`src/rtl/vga_timing_pkg.sv`:
```
// Shared timing defaults, counter width and scan FSM encoding for the VGA scan controller.
package vga_timing_pkg;

  localparam int DEF_H_ACTIVE = 1280;
  localparam int DEF_H_FP     = 48;
  localparam int DEF_H_SYNC   = 112;
  localparam int DEF_H_BP     = 248;
  localparam int DEF_V_ACTIVE = 1024;
  localparam int DEF_V_FP     = 1;
  localparam int DEF_V_SYNC   = 3;
  localparam int DEF_V_BP     = 38;

  localparam int CNT_W = 13;

  typedef enum logic [1:0] {
    ST_RUN    = 2'd0,
    ST_DRAIN  = 2'd1,
    ST_RESYNC = 2'd2
  } scan_state_t;

  // Increment with wrap at total-1; shared by the line counter and the load-line lookahead.
  function automatic logic [CNT_W-1:0] wrap_inc(input logic [CNT_W-1:0] v, input int total);
    return (v == CNT_W'(total - 1)) ? '0 : v + 1'b1;
  endfunction

endpackage

```
`src/rtl/vga_timing_gen.sv`:
```
// Raster counters plus combinational active/sync decode at the counter position.
module vga_timing_gen import vga_timing_pkg::*; #(
  parameter int H_ACTIVE = DEF_H_ACTIVE,
  parameter int H_FP     = DEF_H_FP,
  parameter int H_SYNC   = DEF_H_SYNC,
  parameter int H_BP     = DEF_H_BP,
  parameter int V_ACTIVE = DEF_V_ACTIVE,
  parameter int V_FP     = DEF_V_FP,
  parameter int V_SYNC   = DEF_V_SYNC,
  parameter int V_BP     = DEF_V_BP
) (
  input  logic             iCLK,
  input  logic             iRST,
  output logic [CNT_W-1:0] h_cnt,
  output logic [CNT_W-1:0] v_cnt,
  output logic             active,
  output logic             hs,
  output logic             vs
);

  localparam int H_TOTAL = H_ACTIVE + H_FP + H_SYNC + H_BP;
  localparam int V_TOTAL = V_ACTIVE + V_FP + V_SYNC + V_BP;

  // v_cnt resets to the last line so the first line scanned after reset is the one that loads line 0.
  always_ff @(posedge iCLK) begin
    if (iRST) begin
      h_cnt <= '0;
      v_cnt <= CNT_W'(V_TOTAL - 1);
    end else if (h_cnt == CNT_W'(H_TOTAL - 1)) begin
      h_cnt <= '0;
      v_cnt <= wrap_inc(v_cnt, V_TOTAL);
    end else begin
      h_cnt <= h_cnt + 1'b1;
    end
  end

  assign active = (h_cnt < CNT_W'(H_ACTIVE)) && (v_cnt < CNT_W'(V_ACTIVE));
  assign hs     = (h_cnt >= CNT_W'(H_ACTIVE + H_FP)) && (h_cnt < CNT_W'(H_ACTIVE + H_FP + H_SYNC));
  assign vs     = (v_cnt >= CNT_W'(V_ACTIVE + V_FP)) && (v_cnt < CNT_W'(V_ACTIVE + V_FP + V_SYNC));

endmodule

```
`src/rtl/vga_scan_controller.sv`:
```
// Scan controller: pulls grayscale pixels from a show-ahead FIFO, requests line loads, flushes leftovers each frame.
module vga_scan_controller import vga_timing_pkg::*; #(
  parameter int H_ACTIVE = DEF_H_ACTIVE,
  parameter int H_FP     = DEF_H_FP,
  parameter int H_SYNC   = DEF_H_SYNC,
  parameter int H_BP     = DEF_H_BP,
  parameter int V_ACTIVE = DEF_V_ACTIVE,
  parameter int V_FP     = DEF_V_FP,
  parameter int V_SYNC   = DEF_V_SYNC,
  parameter int V_BP     = DEF_V_BP
) (
  input  logic        iCLK,
  input  logic        iRST,
  input  logic        iFIFO_EMPTY,
  input  logic [7:0]  iFIFO_RDATA,
  output logic        oFIFO_RDREQ,
  output logic [12:0] oVGA_LINE_TO_LOAD,
  output logic        oVGA_LOAD_TO_FIFO_REQ,
  output logic [7:0]  oVGA_R,
  output logic [7:0]  oVGA_G,
  output logic [7:0]  oVGA_B,
  output logic        oVGA_HS,
  output logic        oVGA_VS,
  output logic        oVGA_BLANK_N,
  output logic        oFRAME_DONE,
  output logic        oUNDERFLOW
);

  localparam int V_TOTAL = V_ACTIVE + V_FP + V_SYNC + V_BP;

  logic [CNT_W-1:0] h_cnt, v_cnt, next_line;
  logic             active, hs, vs;
  logic             load_hit, vs_start, frame_wrap;
  logic             rd_req, uf_set;
  logic [7:0]       pix_q;
  scan_state_t      state, state_nxt;

  vga_timing_gen #(
    .H_ACTIVE(H_ACTIVE), .H_FP(H_FP), .H_SYNC(H_SYNC), .H_BP(H_BP),
    .V_ACTIVE(V_ACTIVE), .V_FP(V_FP), .V_SYNC(V_SYNC), .V_BP(V_BP)
  ) u_timing (
    .iCLK   (iCLK),
    .iRST   (iRST),
    .h_cnt  (h_cnt),
    .v_cnt  (v_cnt),
    .active (active),
    .hs     (hs),
    .vs     (vs)
  );

  assign next_line  = wrap_inc(v_cnt, V_TOTAL);
  assign load_hit   = (h_cnt == CNT_W'(H_ACTIVE)) && (next_line < CNT_W'(V_ACTIVE));
  assign vs_start   = (v_cnt == CNT_W'(V_ACTIVE + V_FP)) && (h_cnt == '0);
  assign frame_wrap = (v_cnt == CNT_W'(V_TOTAL - 1)) && (h_cnt == '0);

  always_ff @(posedge iCLK) begin
    if (iRST) state <= ST_RUN;
    else      state <= state_nxt;
  end

  always_comb begin
    state_nxt = state;
    rd_req    = 1'b0;
    uf_set    = 1'b0;
    unique case (state)
      ST_RUN: begin
        rd_req = active & ~iFIFO_EMPTY;
        uf_set = active & iFIFO_EMPTY;
        if (vs_start) state_nxt = ST_DRAIN;
      end
      ST_DRAIN: begin
        rd_req = ~iFIFO_EMPTY;
        // Flush overran the blanking interval: flag it and realign before line 0 loads.
        if (frame_wrap) begin
          uf_set    = 1'b1;
          state_nxt = ST_RUN;
        end else if (iFIFO_EMPTY) begin
          state_nxt = ST_RESYNC;
        end
      end
      ST_RESYNC: if (frame_wrap) state_nxt = ST_RUN;
      default:   state_nxt = ST_RUN;
    endcase
  end

  assign oFIFO_RDREQ = rd_req & ~iRST;
  assign oFRAME_DONE = ~iRST & (v_cnt == CNT_W'(V_ACTIVE)) & (h_cnt == '0);

  always_ff @(posedge iCLK) begin
    if (iRST) begin
      pix_q                 <= '0;
      oVGA_HS               <= 1'b0;
      oVGA_VS               <= 1'b0;
      oVGA_BLANK_N          <= 1'b0;
      oVGA_LOAD_TO_FIFO_REQ <= 1'b0;
      oVGA_LINE_TO_LOAD     <= '0;
      oUNDERFLOW            <= 1'b0;
    end else begin
      pix_q                 <= (state == ST_RUN && rd_req) ? iFIFO_RDATA : 8'h00;
      oVGA_HS               <= hs;
      oVGA_VS               <= vs;
      oVGA_BLANK_N          <= active;
      oVGA_LOAD_TO_FIFO_REQ <= load_hit;
      if (load_hit) oVGA_LINE_TO_LOAD <= next_line;
      if (uf_set)   oUNDERFLOW        <= 1'b1;
    end
  end

  assign oVGA_R = pix_q;
  assign oVGA_G = pix_q;
  assign oVGA_B = pix_q;

endmodule

```
`config.mk`:
```
export PLATFORM = sky130hd
export DESIGN_NAME = vga_scan_controller
export DESIGN_NICKNAME = d
export VERILOG_FILES = /design/src/rtl/vga_timing_pkg.sv /design/src/rtl/vga_timing_gen.sv /design/src/rtl/vga_scan_controller.sv
export SDC_FILE = /design/constraint.sdc
export NUM_CORES = 1
export LEC_CHECK = 0
export ABC_AREA = 1
export CAP_MARGIN = 20
export CORE_UTILIZATION = 40
export DETAILED_ROUTE_END_ITERATION = 10
export MAX_ROUTING_LAYER = met4
export PLACE_DENSITY = 0.65
export SLEW_MARGIN = 20
export SYNTH_ARGS = -nofsm -noshare
export SYNTH_HDL_FRONTEND = slang
export SYNTH_SLANG_ARGS = --single-unit
```
`constraint.sdc`:
```
create_clock -name iCLK -period 2.7 [get_ports iCLK]
set_input_delay 0.405 -clock iCLK [delete_from_list [all_inputs] [get_ports iCLK]]
set_output_delay 0.405 -clock iCLK [all_outputs]
set_load 0.05 [all_outputs]
```
; ---- Word level (Yosys, flattened, before mapping)
; Index checks and enable logic that the tools add are counted.
[op_classes]
n_bitwise = 8
n_reduce_logical = 12
magnitude_cmp = 7
n_eq_ne = 10
n_addsub = 2
mux = 9
[ops]
columns = op, n
row1 = $eq 13x11->1 const B, 5
row2 = $lt 13x11->1 const B, 5
row3 = $add 13x1->13 const B, 2
row4 = $ge 13x11->1 const B, 2
row5 = $logic_not 13->1, 1
row6 = $mux 13, 1
row7 = $mux 2, 4
row8 = $logic_and 1x1->1, 7
row9 = $pmux 2 s3, 1
row10 = $and 1x1->1, 5
row11 = $ne 2x2->1 const B, 2
row12 = $pmux 1 s2, 2
row13 = $reduce_or 2->1, 2
row14 = $ne 3x3->1 const B, 1
row15 = $not 1->1, 3
row16 = $reduce_and 3->1, 1
row17 = $eq 2x1->1 const B, 1
row18 = $eq 2x2->1 const B, 1
row19 = $logic_not 2->1, 1
row20 = $mux 1, 1
[word_totals]
inputBits = 11
register_bits = 54
out_inout_bits = 44

; ---- Depth between registers and ports, before layout
[logic_depth]
depth_word = 7
mapped_depth = 12
depth_no_buf = 11

; ---- By module
; A second synthesis with hierarchy kept.
[unflattened]
cells_unflattened = 526
hier_area_um2 = 3417.0
[by_module_without_submodules]
columns = module, seq_area_each_um2, area_per_inst_um2, n_inst, cells_per_inst
row1 = vga_scan_controller, 560.5, 1755.4, 1, 270
row2 = vga_timing_gen, 520.5, 1661.6, 1, 256

; ---- Worst setup path after synthesis
; OpenSTA, ideal clock, no wires.
[synth_timing]
path_kind = register to output
from = register u_timing.h_cnt[0]
to = output oFRAME_DONE
path_stages_with_launch = 8
n_path_buf = 0
path_slack_ns = -0.255
t_arrival_ns = 2.550
cell_sequence = dfxtp_1 inv_1 ha_1 nand2_1 nor3_1 nand2_1 nor2_1 nor4b_1
[synth_between]
elab_chain_len = 2
[synth_lines]
columns = item, line
row1 = "start, declared", vga_timing_gen.sv:14  ; output logic [CNT_W-1:0] h_cnt,
row2 = "start signal, assigned", vga_timing_gen.sv:33  ; h_cnt <= h_cnt + 1'b1;
row3 = $logic_not 13->1, vga_scan_controller.sv:87  ; assign oFRAME_DONE = ~iRST & (v_cnt == CNT_W'(V_ACTIVE)) & (h_cnt == '0);
row4 = $and 1x1->1, vga_scan_controller.sv:87
row5 = "end, declared", vga_scan_controller.sv:25  ; output logic oFRAME_DONE,
; No other way between the ends.

; ---- Final worst setup path
; Same ends and word-level chain as after synthesis.

==> reports/qor.yml <==
hold_viol: 0
track_usage: 0.1798
vdd.ir_drop.worst_uv: 246.7
criticalPathCategory: "register to output port"
finalCriticalPeriod_ns: 2.388
routabilityCongestion: 0.8814
vias: 2362
first_pass_iters: 4
numPortBuffers: 54
drive_above_1_share: 0.07264
critPathArrivalTime_ns: 1.98
r2r_cells: 8
io_pins: 55
area_growth_pct: 25.80
synth.distinct_cells: 32
startpoint: "u_timing.h_cnt[0]"
worst_skew_pair.late_latency_ns: 0.31
drtAntennaViolNets: 0
final_common_cell: "nand2_1"
cts_num_sinks: 54
post-route-period-util: 0.8845
clock_power_share: 0.436
n_antenna_cell: 0
p_switching_uw: 302.5
nNetsFinal: 427
final.setup_skew_ns: 0.01221
clk_pin_slew_ns: 0.09
grt_max_degree: 17
setup-violations-final: 0
worst_pin_slew_ns: 0.5007
endpoint_kind: "output port"
reg2reg_slack_ns: 0.68
grt.overflow.total: 0
die_y_um: 82.76
initial_core_util: 0.4132
synth.net_count: 387
grt_setup_unrepaired: "false"
fmax_mhz: 418.7
first_global_vias: 2073
hold_start: "oVGA_LINE_TO_LOAD[12]"
critical_path.cell_chain: "inv_1 -> ha_1 -> nand2_1 -> nor3_1 -> nand2_1 -> nor2_1 -> nor4b_2 -> buf_12"
crit_cells: 8
cts_htree_levels: 2
clockBufferDepth: 2
place_hpwl_um: 4040
final_cell_mix: "nand2_1, nor2_1, dfxtp_1, clkdlybuf4s50_1, inv_1"
tns_ns: 0
maxSlewHeadroom: 0.6652
crit_path_top_delay_cell: "dfxtp_1"
cpPeakStageDelay_ns: 0.36
core_area_um2: 6314
crit_family: "simple AND/OR/NAND/NOR gates"
yosysWarningCount: 0
path_buf_inv: 2
crit_top_cell: "nand2_1"
switching_share: 0.1984
cts_tree: "yes"
postCtsHoldBufs: 0
syn_inst: 372
ys_seq_elements: 54
wl_um: 5537
power_frac_seq: 0.527
placedInstanceArea_um2: 3139
via_per_inst: 4.820
postCtsSetupRepairBufs: 0
avgSynthCellArea_um2: 7.013
hold_path.class: "register to register"
cp_max_fo: 5
required_ns: 2.30
start_kind: "register"
fin_area_um2: 3282
synth_area_um2: 2609
numCtsBuffers: 5
run_status: "finished, final reports clean"
ys_seq_area_frac: 0.4144
p_leak_nw: 1.367
rows: 29
power.internal_mw: 1.222
drcViolationCount: 0
drv_slew: 0
die_w_um: 82.76
wl_per_cell_um: 11.30
antenna_found_initial: 0
cts_resized: 0
nFillCells: 612
dieArea_um2: 6849
crit_path_end: "oFRAME_DONE"
p_comb_frac: 0.037
drt_iter0_markers: 120
p_per_area_nw_per_um2: 464.4
grt_pass1_wl_um: 9135
r2r-start: "u_timing.v_cnt[0]"
clock-root-buffer: "clkbuf_8"
timing.rr.end: "oVGA_LINE_TO_LOAD[0]"
cap_violations: 0
==> layout make-up <==
| cell class | count | area [um^2] | area share |
|---|---|---|---|
| clock buffers | 6 | 82.58 | 0.02516 |
| clock inverters | 2 | 60.06 | 0.01830 |
| inverters | 48 | 180.2 | 0.05490 |
| multi-input cells | 246 | 1186 | 0.3614 |
| flip-flops and latches | 54 | 1081 | 0.3294 |
| well taps | 77 | 96.34 | 0.02936 |
| repair buffers | 57 | 595.6 | 0.1815 |
==> power by group through the flow <==
| stage | Combinational (mW) | Sequential, mW | Clock [mW] |
|---|---|---|---|
| after CTS | 0.0561 | 0.804 | 0.682 |
| after floorplan | 0.0293 | 0.821 | 0 |
| after global routing | 0.0626 | 0.805 | 0.711 |
| after global placement | 0.0551 | 0.822 | 0 |
| after detailed placement | 0.0555 | 0.822 | 0 |
| final | 0.0557 | 0.804 | 0.665 |
==> how the worst min path moves through the flow <==
stage	endpoint	cells past startpoint
detailed placement	oVGA_LINE_TO_LOAD[12]	2
global route	oVGA_LINE_TO_LOAD[12]	2
global placement	oVGA_LINE_TO_LOAD[12]	2
CTS	oVGA_LINE_TO_LOAD[12]	2
finish	oVGA_LINE_TO_LOAD[12]	2
floorplan	u_timing.h_cnt[0]	1
==> cells by family (layout without fill, tap and decap cells) <==
logic type,count (synthesis),after routing,synth area share
simple gates,208,208,0.3535
buf+inv,72,113,0.1333
flops,54,54,0.4144
compound gates,29,29,0.06283
xor+xnor,5,5,0.01679
fa+ha+maj,4,4,0.01919
==> synth_stat cells <==
cell / number / share of area
a2111oi_0: 1 / 0.0034
a21oi_1: 12 / 0.023
a31oi_1: 2 / 0.0048
and3_1: 1 / 0.0024
buf_2: 2 / 0.0038
buf_4: 18 / 0.052
buf_6: 1 / 0.0043
clkbuf_1: 3 / 0.0043
dfxtp_1: 54 / 0.41
ha_1: 4 / 0.019
inv_1: 47 / 0.068
inv_2: 1 / 0.0014
nand2_1: 80 / 0.12
nand2_2: 1 / 0.0024
nand3_1: 17 / 0.033
nand3_2: 3 / 0.012
nand4_1: 9 / 0.022
nor2_1: 69 / 0.099
nor2_2: 6 / 0.014
nor2_4: 3 / 0.013
nor3_1: 12 / 0.023
nor3b_1: 1 / 0.0029
nor4_1: 2 / 0.0048
nor4b_1: 1 / 0.0034
o211ai_1: 1 / 0.0029
o21a_1: 1 / 0.0029
o21ai_0: 4 / 0.0077
o21ai_1: 2 / 0.0038
o22ai_1: 6 / 0.014
or2_0: 1 / 0.0024
or2_2: 2 / 0.0048
xor2_1: 5 / 0.017
==> through the flow <==
step | hold WS (ns) | util | cells | power (mW) | setup slack, ns
finish | 0.4454 | 0.5198 | 490 | 1.524 | 0.3117
global route | 0.4785 | 0.5198 | 490 | 1.578 | 0.09651
CTS | 0.4499 | 0.5198 | 490 | 1.541 | 0.2890
detailed placement | 0.4347 | 0.4972 | 482 | 0.8777 | 0.4635
global placement | 0.4310 | 0.4972 | 482 | 0.8772 | 0.5003
floorplan | 0.4415 | - | 372 | 0.8507 | 0.4518
==> worst reg2reg max path, cell delays in order (launching register included) <==
cell	delay (ns)
dfxtp_1	0.49
ha_1	0.25
nand2_2	0.09
nor2_2	0.19
nand3_1	0.11
nand3_2	0.11
nand4_1	0.39
nor2_1	0.23
nor2_1	0.07
==> sequential cells by signal, indices dropped and copies added (netlist names) <==
signal / flops
oUNDERFLOW: 1
u_timing.h_cnt: 13
oVGA_LINE_TO_LOAD: 13
oVGA_B: 8
oVGA_VS: 1
u_timing.v_cnt: 13
oVGA_LOAD_TO_FIFO_REQ: 1
state: 2
oVGA_HS: 1
oVGA_BLANK_N: 1
==> layer usage <==
layer	vias up	track usage	routed length, um
met3	6	0.04066	348
met2	65	0.3000	2484
li1	1233	-	-
met5	-	-	0
met4	0	0.05172	73
met1	1058	0.2160	2630
Note: power is estimated with default switching activity, not from simulation.
